$ cat src/rtl/lock_pkg.sv
`default_nettype none
// ----------------------------------------------------------------------
// lock_pkg : shared state encoding and defaults for the lock controller
// Rev 1.0
// ----------------------------------------------------------------------
package lock_pkg;

  localparam int LOCK_DIGITS    = 4;
  localparam int LOCK_MAX_TRIES = 3;

  typedef enum logic [2:0] {
    S_CLEAR   = 3'd0,
    S_ENTRY   = 3'd1,
    S_CHECK   = 3'd2,
    S_OPEN    = 3'd3,
    S_PROG    = 3'd4,
    S_LOCKOUT = 3'd5
  } lock_state_t;

endpackage
`default_nettype wire

$ cat src/rtl/lock_timer.sv
`default_nettype none
// ----------------------------------------------------------------------
// lock_timer : loadable down-counter that parks at zero
// Rev 1.0
// ----------------------------------------------------------------------
module lock_timer #(
  parameter int WIDTH = 32
) (
  input  logic             CLK,
  input  logic             RST,
  input  logic             i_load,
  input  logic             i_en,
  input  logic [WIDTH-1:0] i_load_value,
  output logic [WIDTH-1:0] o_value,
  output logic             o_zero
);

  logic [WIDTH-1:0] r_value;

  always_ff @(posedge CLK) begin
    if (RST) begin
      r_value <= '0;
    end else if (i_load) begin
      r_value <= i_load_value;
    end else if (i_en && (r_value != '0)) begin
      r_value <= r_value - 1'b1;
    end
  end

  assign o_value = r_value;
  assign o_zero  = (r_value == '0);

endmodule
`default_nettype wire

$ cat src/rtl/lock_controller.sv
`default_nettype none
// ----------------------------------------------------------------------
// lock_controller : keypad combination-lock FSM with duress and lockout
// Rev 1.0
// ----------------------------------------------------------------------
module lock_controller
  import lock_pkg::*;
#(
  parameter int DIGITS         = LOCK_DIGITS,
  parameter int MAX_TRIES      = LOCK_MAX_TRIES,
  parameter int UNLOCK_CYCLES  = 100000000,
  parameter int LOCKOUT_CYCLES = 500000000
) (
  input  logic       CLK,
  input  logic       RST,
  input  logic       i_Validate,
  input  logic       i_Prog,
  input  logic       i_Lock,
  input  logic       i_Pass,
  input  logic       i_Reverse,
  output logic       o_ShiftA,
  output logic       o_ShiftB,
  output logic       o_RSTA,
  output logic       o_Unlocked,
  output logic       o_LockedOut,
  output logic       o_Duress,
  output logic [2:0] o_DigitCount,
  output logic [1:0] o_Tries
);

  localparam logic [2:0]  C_DIGITS       = 3'(DIGITS);
  localparam logic [1:0]  C_MAX_TRIES    = 2'(MAX_TRIES);
  localparam logic [31:0] C_UNLOCK_LOAD  = 32'(UNLOCK_CYCLES - 1);
  localparam logic [31:0] C_LOCKOUT_LOAD = 32'(LOCKOUT_CYCLES - 1);

  lock_state_t r_state;
  lock_state_t w_next;

  logic [2:0]  r_digit_count;
  logic [1:0]  r_tries;
  logic        r_duress;
  logic        r_shift_a;
  logic        r_shift_b;
  logic        r_rsta;
  logic        r_unlocked;
  logic        r_locked_out;

  logic [2:0]  w_digit_inc;
  logic [1:0]  w_tries_inc;
  logic        w_digit_done;
  logic        w_timer_load;
  logic        w_timer_en;
  logic        w_timer_zero;
  logic [31:0] w_timer_load_value;
  logic [31:0] w_timer_value;

  assign w_digit_inc  = r_digit_count + 3'd1;
  assign w_tries_inc  = r_tries + 2'd1;
  assign w_digit_done = i_Validate && (w_digit_inc == C_DIGITS);

  always_comb begin
    w_next = r_state;
    case (r_state)
      S_CLEAR: w_next = S_ENTRY;
      S_ENTRY: if (w_digit_done) w_next = S_CHECK;
      S_CHECK: begin
        if (i_Pass || i_Reverse)          w_next = S_OPEN;
        else if (w_tries_inc == C_MAX_TRIES) w_next = S_LOCKOUT;
        else                              w_next = S_CLEAR;
      end
      S_OPEN: begin
        // Lock has priority over Prog when both arrive together
        if (i_Lock || w_timer_zero) w_next = S_CLEAR;
        else if (i_Prog)            w_next = S_PROG;
      end
      S_PROG:    if (w_digit_done) w_next = S_CLEAR;
      S_LOCKOUT: if (w_timer_zero) w_next = S_CLEAR;
      default:   w_next = S_CLEAR;
    endcase
  end

  // One timer serves both windows; it is armed on the edge entering each.
  assign w_timer_load = ((w_next == S_OPEN) && (r_state != S_OPEN)) ||
                        ((w_next == S_LOCKOUT) && (r_state != S_LOCKOUT));
  assign w_timer_load_value = (w_next == S_LOCKOUT) ? C_LOCKOUT_LOAD : C_UNLOCK_LOAD;
  assign w_timer_en = (r_state == S_OPEN) || (r_state == S_LOCKOUT);

  lock_timer #(
    .WIDTH(32)
  ) u_timer (
    .CLK         (CLK),
    .RST         (RST),
    .i_load      (w_timer_load),
    .i_en        (w_timer_en),
    .i_load_value(w_timer_load_value),
    .o_value     (w_timer_value),
    .o_zero      (w_timer_zero)
  );

  always_ff @(posedge CLK) begin
    if (RST) begin
      r_state       <= S_CLEAR;
      r_digit_count <= 3'd0;
      r_tries       <= 2'd0;
      r_duress      <= 1'b0;
      r_rsta        <= 1'b1;
      r_shift_a     <= 1'b0;
      r_shift_b     <= 1'b0;
      r_unlocked    <= 1'b0;
      r_locked_out  <= 1'b0;
    end else begin
      r_state      <= w_next;
      r_rsta       <= (w_next == S_CLEAR);
      r_shift_a    <= (w_next == S_ENTRY);
      r_shift_b    <= (w_next == S_PROG);
      r_unlocked   <= (w_next == S_OPEN) || (w_next == S_PROG);
      r_locked_out <= (w_next == S_LOCKOUT);
      case (r_state)
        S_CLEAR: r_digit_count <= 3'd0;
        S_ENTRY, S_PROG: if (i_Validate) r_digit_count <= w_digit_inc;
        S_CHECK: begin
          r_digit_count <= 3'd0;
          if (i_Pass || i_Reverse) begin
            r_tries <= 2'd0;
            if (!i_Pass) r_duress <= 1'b1;
          end else begin
            r_tries <= w_tries_inc;
          end
        end
        S_OPEN: if (!i_Lock && !w_timer_zero && i_Prog) r_digit_count <= 3'd0;
        S_LOCKOUT: if (w_timer_zero) r_tries <= 2'd0;
        default: r_digit_count <= 3'd0;
      endcase
    end
  end

  assign o_ShiftA     = r_shift_a;
  assign o_ShiftB     = r_shift_b;
  assign o_RSTA       = r_rsta;
  assign o_Unlocked   = r_unlocked;
  assign o_LockedOut  = r_locked_out;
  assign o_Duress     = r_duress;
  assign o_DigitCount = r_digit_count;
  assign o_Tries      = r_tries;

endmodule
`default_nettype wire

$ cat config.mk
export PLATFORM = sky130hd
export DESIGN_NAME = lock_controller
export DESIGN_NICKNAME = d
export VERILOG_FILES = /design/src/rtl/lock_pkg.sv /design/src/rtl/lock_timer.sv /design/src/rtl/lock_controller.sv
export SDC_FILE = /design/constraint.sdc
export NUM_CORES = 1
export LEC_CHECK = 0
export ABC_AREA = 0
export CORE_MARGIN = 3
export CORE_UTILIZATION = 45
export DETAILED_ROUTE_END_ITERATION = 8
export PLACE_DENSITY_LB_ADDON = 0.25
export SYNTH_ARGS = -nofsm -noshare
export SYNTH_HDL_FRONTEND = slang
export SYNTH_SLANG_ARGS = --single-unit
export TNS_END_PERCENT = 1
$ cat constraint.sdc
create_clock -name CLK -period 3.1 [get_ports CLK]
set_clock_uncertainty 0.2 [all_clocks]
set_input_delay 0.93 -clock CLK [delete_from_list [all_inputs] [get_ports CLK]]
set_output_delay 0.93 -clock CLK [all_outputs]
set_load 0.005 [all_outputs]
==> run summary <==
status - finished, final reports clean
DRC violations left - 0
yosys synthesis warning count - 0
Fill cells - 498
crit path DAT - 2960 ps
Yosys reg bits - 46
die height - 80.7 um
DIE WIDTH - 80.7 um
Post-synth EDFFs - 0
Cell Rows - 26
Synth area leaders - dfxtp_1 37%, xor2_1 6.6%, nor2_1 5.4%
cts repair resizes - 0
dpl cells - 373
crit start category - register
global placer's final weighted congestion - 0.752
Clk Latency, worst-skew pair - 290 ps
sequential area share after synthesis - 0.367
Hold-fix buffers, CTS - 0
largest net degree at the start of global routing - 26
final cell count without fillers - 381
Achievable Freq - 340 MHz
worst reg-to-reg setup slack - 160 ps
Synth top cells by count - 46 x dfxtp_1, 36 x nor2_1, 26 x a21oi_1, 19 x xor2_1, 14 x nand4_1
Total GRT Usage - 0.189
postcts setup bufs - 0
number of global-route vias before repair - 2073
P_leak - 1.09 nW
synthesized net count - 301
VDD IR max - 0.000296 V
H-tree Lvls - 2
diode count - 0
Initial Utilization - 0.479
Avg Inst Size Synth - 8.69 um^2
Final Hold Fails - 0
max-slew violations - 0
Design Power - 1.09 mW
Max-cap violations - 0
initial antenna violation count - 0
Slew HR - 0.525
routed vias/inst - 5.74
Port Buffers - 17
Unique masters post-synth - 55
hpwl dp - 4.09 mm
Worst setup EP type - register
CTS Buf Count - 5
Worst Tran Pin Value - 705 ps
global-route wire length before repair - 9.76 mm
Hold WS - 291 ps
initial DRC count - 157
# IOs - 18
wire per inst - 15.1 um
endpoints failing setup - 0
clk sinks - 46
FF/Latch Area - 921 um^2
post-synthesis cell area - 2510 um^2
CTS tree - built
RSZ-0062 raised after global routing - no
Req. time, crit path - 3130 ps
clock root buffer - clkbuf_8
Syn-to-layout area delta - 15.2%
Top FF cell, synth - dfxtp_1
cell taking the most area after synthesis - dfxtp_1
Net count, final - 322
drt first pass iters - 4
post-synthesis cell count - 289
final setup TNS - 0 ps
ratio of cells with drive above 1 in the final layout - 0.116
Routed Antenna Nets - 0
Setup WS post-layout - 161 ps
Max clock buf depth - 2
core region area - 5240 um^2
top-count cell post-synth - dfxtp_1
area of the multi-input gates - 1480 um^2
share of flip-flops with an asynchronous set or reset - 0
total die area - 6510 um^2
PwrDens - 375 nW/um^2
critical path peak fanout - 25
worst hold path class - reg2reg
via count - 2188
clock transition at the registers of the reported paths - 90 ps
Placement Setup Slack - 183 ps
Yosys top cell area share - 0.367
period utilization - 0.948
WS Path Type - reg2reg
drt total wl - 5.76 mm
minimum clock period - 2940 ps
total gr overflow - 0
-- cell families (layout without fill, tap and decap cells) --
kind of cell,count (synthesis),after routing,share of synthesized area
AOI/OAI and AO/OA,61,61,0.172
xor gates and xnor gates,23,23,0.0802
adders and majority gates,5,5,0.0249
buffers and inverters,23,45,0.0434
DFF,46,46,0.367
muxes,2,2,0.00797
and+or+nand+nor,129,129,0.305
-- where the power goes --
group,total (mW),switching (mW),internal (mW)
Sequential,0.597,0.00356,0.593
Clock,0.450,0.208,0.242
Combinational,0.0387,0.0209,0.0178
-- metal layers --
metal,track usage,wire length [um],up-vias,part of all wire
li1,-,-,1113,-
met3,0.0370,275,9,0.048
met2,0.279,2550,55,0.44
met4,0.0659,71,0,0.012
met1,0.273,2870,1011,0.50
met5,0,0,-,0
-- critical path, stage by stage (launching register included) --
cell	delay (ps)
dfxtp_1	360
or3_4	430
or4b_4	560
or4b_4	730
a31o_4	320
o21ai_2	70
mux2i_1	190
-- flip-flops by register name, indices dropped and copies added (netlist names) --
| register | cells |
|---|---|
| u_timer.o_value | 32 |
| o_Unlocked | 1 |
| o_LockedOut | 1 |
| o_RSTA | 1 |
| o_Duress | 1 |
| o_ShiftB | 1 |
| o_DigitCount | 3 |
| r_state | 3 |
| o_Tries | 2 |
| o_ShiftA | 1 |
-- layout by cell type, fill, tap and decap left out, types with 7 or more instances in the layout --
cell type        count
dfxtp_1             46
nor2_1              36
a21oi_1             26
xor2_1              19
clkdlybuf4s50_1     17
nand4_1             14
nor3_1              12
nand2_1             12
buf_4               12
nor4_1              10
inv_1                8
nand3_1              8
o21ai_0              7
-- metrics by stage --
step	area [um^2]	util
floorplan	2510	-
global placement	2780	0.531
detailed placement	2780	0.531
CTS	2890	0.552
global route	2890	0.552
finish	2890	0.552
-- layout make-up --
type                       count  area share
timing repair buffer          29      0.0900
tap                           70      0.0303
inverter                       8      0.0104
clock inverter                 3      0.0151
sequential                    46       0.318
multi-input combinational    220       0.512
clock buffer                   5      0.0238
-- worst paths after layout --
| path | cells past startpoint | startpoint | to |
|---|---|---|---|
| max | 6 | u_timer.o_value[21] | o_DigitCount[1] |
| min | 2 | u_timer.o_value[30] | u_timer.o_value[30] |
| max reg2reg | 6 | u_timer.o_value[21] | o_DigitCount[1] |
| min reg2reg | 2 | u_timer.o_value[30] | u_timer.o_value[30] |
(Power assumes the default switching activity.)
